**config.mk**
```make
export PLATFORM = sky130hd
export DESIGN_NAME = wb_port_arbiter
export DESIGN_NICKNAME = d
export VERILOG_FILES = /design/src/rtl/riscv_pkg.sv /design/src/rtl/mux3to1.sv /design/src/rtl/wb_port_arbiter.sv
export SDC_FILE = /design/constraint.sdc
export NUM_CORES = 1
export LEC_CHECK = 0
export CORE_ASPECT_RATIO = 1.4
export CORE_UTILIZATION = 46
export DETAILED_ROUTE_END_ITERATION = 8
export HOLD_SLACK_MARGIN = 0.03
export PLACE_DENSITY = 0.9
export SKIP_CTS_REPAIR_TIMING = 1
export SLEW_MARGIN = 30
export SYNTH_ARGS = -nofsm -noshare
export SYNTH_HDL_FRONTEND = slang
export SYNTH_SLANG_ARGS = --single-unit
```
**constraint.sdc**
```tcl
create_clock -name clk -period 6.62 [get_ports clk]
set_input_delay 1.324 -clock clk [delete_from_list [all_inputs] [get_ports clk]]
set_output_delay 1.324 -clock clk [all_outputs]
set_load 0.005 [all_outputs]
```
**src/rtl/riscv_pkg.sv**
```systemverilog
// Shared RISC-V core types: W-stage result source encodings and the
// write-back arbiter's buffered entry and FSM state.
package riscv_pkg;

    localparam logic [1:0] RESULT_ALU = 2'b00;
    localparam logic [1:0] RESULT_MEM = 2'b01;
    localparam logic [1:0] RESULT_PC4 = 2'b10;

    typedef struct packed {
        logic [4:0]  rd;
        logic [31:0] data;
    } wb_entry_t;

    typedef enum logic {
        NORMAL = 1'b0,
        FORCE  = 1'b1
    } wb_state_t;

endpackage

```
**src/rtl/mux3to1.sv**
```systemverilog
// Three-input result mux; the unused fourth select code falls back to d0.
module mux3to1
    import riscv_pkg::*;
#(
    parameter int WIDTH = 32
) (
    input  logic [WIDTH-1:0] d0,
    input  logic [WIDTH-1:0] d1,
    input  logic [WIDTH-1:0] d2,
    input  logic [1:0]       s,
    output logic [WIDTH-1:0] y
);

    always_comb begin
        case (s)
            RESULT_MEM: y = d1;
            RESULT_PC4: y = d2;
            default:    y = d0;
        endcase
    end

endmodule

```
**src/rtl/wb_port_arbiter.sv**
```systemverilog
// Shares the single register-file write port between the W stage and a
// buffered stream of MDU results, forcing a stall slot when results starve.
module wb_port_arbiter
    import riscv_pkg::*;
#(
    parameter int DEPTH        = 2,
    parameter int STARVE_LIMIT = 4
) (
    input  logic        clk,
    input  logic        reset,
    input  logic        RegWriteW,
    input  logic [4:0]  RdW,
    input  logic [1:0]  ResultSrcW,
    input  logic [31:0] ALUResultW,
    input  logic [31:0] ReadDataW,
    input  logic [31:0] PCPlus4W,
    input  logic        mdu_valid,
    input  logic [4:0]  mdu_rd,
    input  logic [31:0] mdu_data,
    output logic        mdu_ready,
    output logic        rf_we,
    output logic [4:0]  rf_rd,
    output logic [31:0] rf_wd,
    output logic        stall_o,
    output logic [31:0] pend_mask
);

    localparam int PW = (DEPTH > 1) ? $clog2(DEPTH) : 1;
    localparam int CW = $clog2(DEPTH) + 1;
    localparam int WW = (STARVE_LIMIT > 1) ? $clog2(STARVE_LIMIT + 1) : 1;
    localparam logic [CW-1:0] OCC_FULL  = CW'(DEPTH);
    localparam logic [WW-1:0] WAIT_LAST = WW'(STARVE_LIMIT - 1);

    wb_entry_t        ent [DEPTH];
    logic [DEPTH-1:0] ent_vld;
    logic [PW-1:0]    wr_ptr;
    logic [PW-1:0]    rd_ptr;
    logic [CW-1:0]    occ;
    logic [WW-1:0]    wait_cnt;
    wb_state_t        state;

    logic        live;
    logic        full;
    logic        empty;
    logic        in_force;
    logic        push;
    logic        pop;
    logic        blocked;
    logic [31:0] pipe_wd;
    logic [31:0] pend;
    wb_entry_t   head;

    assign live     = RegWriteW && (RdW != 5'd0);
    assign full     = (occ == OCC_FULL);
    assign empty    = (occ == '0);
    assign in_force = (state == FORCE);
    assign head     = ent[rd_ptr];

    assign mdu_ready = !reset && !full;
    // rd=0 offers are handshaken but never stored.
    assign push      = mdu_valid && mdu_ready && (mdu_rd != 5'd0);
    assign pop       = !reset && !empty && (in_force || !live);
    assign blocked   = !reset && !empty && live && !in_force;
    assign stall_o   = !reset && in_force;

    mux3to1 #(.WIDTH(32)) u_result_mux (
        .d0 (ALUResultW),
        .d1 (ReadDataW),
        .d2 (PCPlus4W),
        .s  (ResultSrcW),
        .y  (pipe_wd)
    );

    always_comb begin
        rf_we = 1'b0;
        rf_rd = 5'd0;
        rf_wd = 32'd0;
        if (pop) begin
            rf_we = 1'b1;
            rf_rd = head.rd;
            rf_wd = head.data;
        end else if (!reset && live) begin
            rf_we = 1'b1;
            rf_rd = RdW;
            rf_wd = pipe_wd;
        end
    end

    // Derived only from stored entries, so it tracks the FIFO registers.
    always_comb begin
        pend = 32'd0;
        for (int i = 0; i < DEPTH; i++) begin
            if (ent_vld[i]) pend[ent[i].rd] = 1'b1;
        end
        pend_mask = reset ? 32'd0 : pend;
    end

    always_ff @(posedge clk) begin
        if (push) ent[wr_ptr] <= '{rd: mdu_rd, data: mdu_data};
    end

    always_ff @(posedge clk) begin
        if (reset) begin
            ent_vld  <= '0;
            wr_ptr   <= '0;
            rd_ptr   <= '0;
            occ      <= '0;
            wait_cnt <= '0;
            state    <= NORMAL;
        end else begin
            if (push) begin
                ent_vld[wr_ptr] <= 1'b1;
                wr_ptr          <= wr_ptr + PW'(1);
            end
            if (pop) begin
                ent_vld[rd_ptr] <= 1'b0;
                rd_ptr          <= rd_ptr + PW'(1);
            end
            case ({push, pop})
                2'b10:   occ <= occ + CW'(1);
                2'b01:   occ <= occ - CW'(1);
                default: occ <= occ;
            endcase

            if (pop)          wait_cnt <= '0;
            else if (blocked) wait_cnt <= wait_cnt + WW'(1);

            case (state)
                NORMAL:  if (blocked && wait_cnt == WAIT_LAST) state <= FORCE;
                default: state <= NORMAL;
            endcase
        end
    end

endmodule

```
After elaboration in Yosys (flattened, before gate mapping):

Memories as Yosys holds them, arrays and structs flattened. A register that Yosys moved wholly into a read port is not among the register bits.
Cells that the tools add are included.

* $add $sub $neg: 5
* magnitude comparators: 8
* eq/ne operators: 6
* muxes and demuxes: 27
* bitwise operators: 4
* reductions and logical operators: 27

Operators with widths (count)
* $mux W32: 5
* $pmux W32 S2: 1
* $or A32 B32 Y32: 1
* $logic_and A1 B1 Y1: 15
* $lt A5 B6 Y1 const B: 2
* $mux W1: 11
* $demux W1 S5: 2
* $ge A5 B1 Y1 const B: 2
* $mux W5: 2
* $reduce_bool A5 Y1: 2
* $eq A2 B2 Y1 const B: 3
* $mux W2: 3
* $logic_not A1 Y1: 5
* $eq A2 B1 Y1 const B: 2
* $lt A1 B2 Y1 const B: 2
* $pmux W2 S2: 1
* $reduce_or A2 Y1: 2
* $add A3 B1 Y3 const B: 1
* $eq A3 B2 Y1 const B: 1
* $add A1 B1 Y1 const B: 2
* $add A2 B1 Y2 const B: 1
* $and A2 B2 Y2: 1
* $demux W1 S1: 2
* $ge A1 B1 Y1 const B: 2
* 6 further kinds: 6

* flip-flop bits (word level): 10
* memory bits (writable): 74
* output and inout port bits: 72
* logic and storage cells: 84
* memories: 1

Memory list
* ent: depth 2, bits a word 37, rd ports 3, clocked after memory_dff 1, wr ports 1, RTL line wb_port_arbiter.sv:34 `wb_entry_t ent [DEPTH];`

Longest topological paths before layout:

* depth after elaboration: 9
* gate-level depth with buffers: 8
* mapped depth without buffers: 7

By module:

Synthesis repeated with hierarchy kept, for this count alone.

* cell total of the unflattened synthesis: 445
* area, all modules: 4782.1 um^2

By module, submodules not included
* wb_port_arbiter: times used 1, cells an instance 332, area an instance 4145.2 um^2, seq. area each 2442.3 um^2
* mux3to1: times used 1, cells an instance 113, area an instance 636.9 um^2, seq. area each 0.0 um^2

Least setup slack after synthesis:

Ideal clock, no wire load.

* path type: input -> register
* start: input port reset
* end: memory ent[1][0] (netlist name) (enable)
* library setup time: 0.431 ns
* arrival: 3.534 ns
* required time: 6.189 ns
* setup slack: 2.654 ns
* stages: 4
* path buffers: 1
* cells stage by stage: clkbuf_1 -> a21oi_1 -> nand3_1 -> nor2_1

* cells in the longest elaborated chain, start to end: 6

Ends and longest elaborated chain
* from (decl): RTL line wb_port_arbiter.sv:10 `input logic reset,`
* $logic_not A1 Y1: RTL line wb_port_arbiter.sv:59 `assign mdu_ready = !reset && !full;`
* $logic_and A1 B1 Y1: RTL line wb_port_arbiter.sv:59
* net mdu_ready: RTL line wb_port_arbiter.sv:20 `output logic mdu_ready,`
* $logic_and A1 B1 Y1 (2 in a row): RTL line wb_port_arbiter.sv:61 `assign push = mdu_valid && mdu_ready && (mdu_rd != 5'd0);`
* $mux W1: RTL line wb_port_arbiter.sv:99 `if (push) ent[wr_ptr] <= '{rd: mdu_rd, data: mdu_data};`
* $mux W1 (not written as such): RTL line wb_port_arbiter.sv:99
* to (decl): RTL line wb_port_arbiter.sv:34

The timed path passes the listed nets, and every way through them passes these cells.

Worst setup path in the final report:

* start: input port RdW[1]
* end: output port rf_wd[10]

* cells in the longest elaborated chain, start to end: 6

Ends and longest elaborated chain
* from (decl): RTL line wb_port_arbiter.sv:12 `input logic [4:0] RdW,`
* $reduce_bool A5 Y1 (*): RTL line wb_port_arbiter.sv:53 `assign live = RegWriteW && (RdW != 5'd0);`
* $logic_and A1 B1 Y1 (*): RTL line wb_port_arbiter.sv:53
* $logic_not A1 Y1: RTL line wb_port_arbiter.sv:62 `assign pop = !reset && !empty && (in_force || !live);`
* $logic_or A1 B1 Y1: RTL line wb_port_arbiter.sv:62
* $logic_and A1 B1 Y1: RTL line wb_port_arbiter.sv:62
* $mux W32 (*): RTL line wb_port_arbiter.sv:78 `if (pop) begin`
* to (decl): RTL line wb_port_arbiter.sv:23 `output logic [31:0] rf_wd,`

Mark *: on every way between the ends. The rest lies on a longest branch, timed or not.

==> impl_results.md <==
- Nets@finish: 825
- Row count: 44
- Final antenna-violating net count: 0
- Sum Neg Setup Slack: 0 ns
- F_max: 0.1826 GHz
- Max Slew Vio Count: 0
- Fill cell count: 720
- Worst-path cell with the longest stage delay: clkdlybuf4s50_1
- Pre-CTS WS: 1.239 ns
- Mapped Cells: 479
- Min cycle time layout: 5.476 ns
- Via density: 5.600
- Area leader, netlist: edfxtp_1
- Crit Path Class: in2out
- Hold Crit Class: reg2reg
- DRC violations left: 0
- Initial antenna violation count: 0
- H-tree depth: 3
- Worst skew pair latency: 0.33 ns
- Worst Path Required: 5.30 ns
- DR iter-0 viols: 279
- Final count of hold timing violations: 0
- Layout cell share with drive strength beyond 1: 5.140%
- Startpoint types: input port
- Final HPWL DP: 10610 um
- Worst vdd ir: 0.1655 mV
- Clk_skew: 0.003456 ns
- Final period util: 82.72%
- CP Buf/Inv Count: 3
- Final setup margin: 1.144 ns
- Clk pin slew, worst setup/hold paths: 0.06 ns
- Initial Util: 47.33%
- Post-synthesis sequential area ratio: 49.59%
- CTS tree: done
- Area Growth Syn to Fin: 52.85%
- # setup viols final: 0
- Slew margin rel.: 52.43%
- Max-cap violation count: 0
- Largest net degree at the start of global routing: 49
- Synth area leaders: edfxtp_1 (45%), mux2i_1 (15%), a22oi_1 (9.8%), nand2_1 (6.0%), dfxtp_1 (4.5%)
- CP arrival: 4.15 ns
- Area of the core: 10410 um2
- Tightest Pin Transition: 0.7135 ns
- Gpl congestion: 0.8989
- Number of buffers created by CTS: 9
- Die Y-Extent: 124.4 um
- I/O pin cnt: 216
- Initial DRT Pass Iterations: 5
- Crit path largest cell delay: 0.57 ns
- Synth unique cells: 34
- CTS Root Cell: clkbuf_16
- First-pass GRT wire length: 22560 um
- Syn_area_per_cell: 10.28 um2
- # diodes: 0
- Crit-path max FO: 28
- Largest delay share family, worst path: buffers and inverters
- Crit path cell chain: clkdlybuf4s50_1 -> nor4_4 -> a21oi_2 -> nor3_4 -> buf_4 -> mux2i_1 -> clkdlybuf4s50_1
- Mapped Area: 4925 um2
- Endpoint class of the critical path: output port
- Clk sinks: 85
- Pwr dens: 194.1 nW/um2
- Status: complete, no violations
- Die Area: 11130 um2
- Port buffer count: 215
- LEAKAGE: 0.002492 uW
- Top-area cell type share of the netlist area: 45.12%
- Wire length per cell: 17.56 um
- CTS Buffer Depth: 2
- Vias: 4586
- Die X: 89.45 um
- RSZ-0062 raised after global routing: no
- Synthesized Nets: 628
- GRT overflow: 0
- Vias in the first global route: 4612
- Post-Route WL: 14380 um
- YS warnings: 0
- Most Frequent Cell on Critical Path: clkdlybuf4s50_1
- GRT Total Usage: 26.63%
- Design Power: 1461 uW
- Flops & latches, synth: 85
report_power, final:
part	total (uW)	switching [uW]	internal [uW]
registers	635	26.4	609
logic	302	128	175
clock network	524	196	328
final cells by class:
class | instances | area [um2] | area share (%)
clock buffer | 9 | 225.2 | 2.992
clock inverter | 7 | 90.09 | 1.197
inverter | 8 | 30.03 | 0.3989
multi-input combinational | 348 | 2303 | 30.60
sequential | 85 | 2446 | 32.50
tap | 138 | 172.7 | 2.294
timing repair buffer | 224 | 2260 | 30.02
through the flow:
step                cells  utilization [%]  cell area, um2  hold slack, ns
floorplan             479                -            4925          0.4250
global placement      801            68.59            7137          0.4362
detailed placement    802            68.90            7169          0.4643
CTS                   818            71.93            7485          0.4947
global route          819            72.34            7527          0.5091
finish                819            72.34            7527          0.4917
worst paths after layout:
path / start / end / slack [ns] / cells past startpoint
worst max register to register: occ[0] / ent[1][1] / 4.45 / 5
worst max-delay path: RdW[1] / rf_wd[10] / 1.14 / 7
worst min-delay path: wait_cnt[2] / wait_cnt[2] / 0.49 / 2
worst min register to register: wait_cnt[2] / wait_cnt[2] / 0.49 / 2
cells by family after synthesis:
logic type,after synthesis,share of synthesized area [%]
compound gates,113,15.24
xor+xnor,2,0.3558
fa+ha+maj,5,1.270
buf+inv,46,4.421
flops,85,49.59
mux,74,15.04
simple gates,154,14.08
cell usage in the layout (no fill, tap or decap), types with 2 or more instances in the layout:
cell / netlist / final
nand2_1: 79 / 79
dfxtp_1: 11 / 10
nand2b_1: 2 / 2
mux2i_1: 74 / 74
inv_1: 8 / 8
o21ai_0: 36 / 36
nor2_1: 42 / 41
and3b_1: 5 / 5
edfxtp_1: 74 / 74
nor3b_1: 8 / 6
bufinv_16: 0 / 2
nor3b_2: 0 / 2
a21oi_1: 6 / 6
buf_16: 0 / 2
a211oi_1: 2 / 2
or3_1: 2 / 2
and3_1: 5 / 5
clkbuf_16: 0 / 9
buf_4: 1 / 7
ha_1: 5 / 4
clkinv_2: 0 / 2
clkdlybuf4s50_1: 0 / 215
a22oi_1: 64 / 64
nor3_1: 6 / 5
worst register-to-register path, delay by kind of cell (launching register included):
kind                   cells  cell delay (ns)
and+or+nand+nor            2             0.76
AOI/OAI and AO/OA          1             0.38
DFF                        1             0.42
buffers and inverters      2             0.32
flip-flops by register name, indices dropped and copies added (netlist names), named ones only:
signal	count
ent_vld	2
ent	74
wait_cnt	3
wr_ptr	1
occ	2
in_force	1
rd_ptr	1
layer usage:
| layer | vias up | global-route usage, % | part of all wire, % |
|---|---|---|---|
| met4 | 0 | 12.23 | 3.5 |
| met2 | 218 | 47.69 | 55 |
| met3 | 39 | 4.440 | 5.0 |
| met5 | - | 0 | 0 |
| li1 | 2169 | - | - |
| met1 | 2160 | 29.81 | 37 |
cell usage after synthesis, drive strengths merged:
master / number
a21oi: 8
and3b: 5
buf: 10
nand4: 1
dfxtp: 11
mux2i: 74
nor4: 1
nor2b: 1
and3: 5
o21ai: 36
a41oi: 1
a22oi: 64
nand2: 79
edfxtp: 74
ha: 5
nor2: 42
nor3b: 8
xnor2: 1
a211oi: 2
nand3: 1
or3: 2
xor2: 1
a31o: 1
a32o: 1
inv: 8
nand2b: 2
nor3: 7
clkbuf: 28
Power figures use the tool's default switching activity.
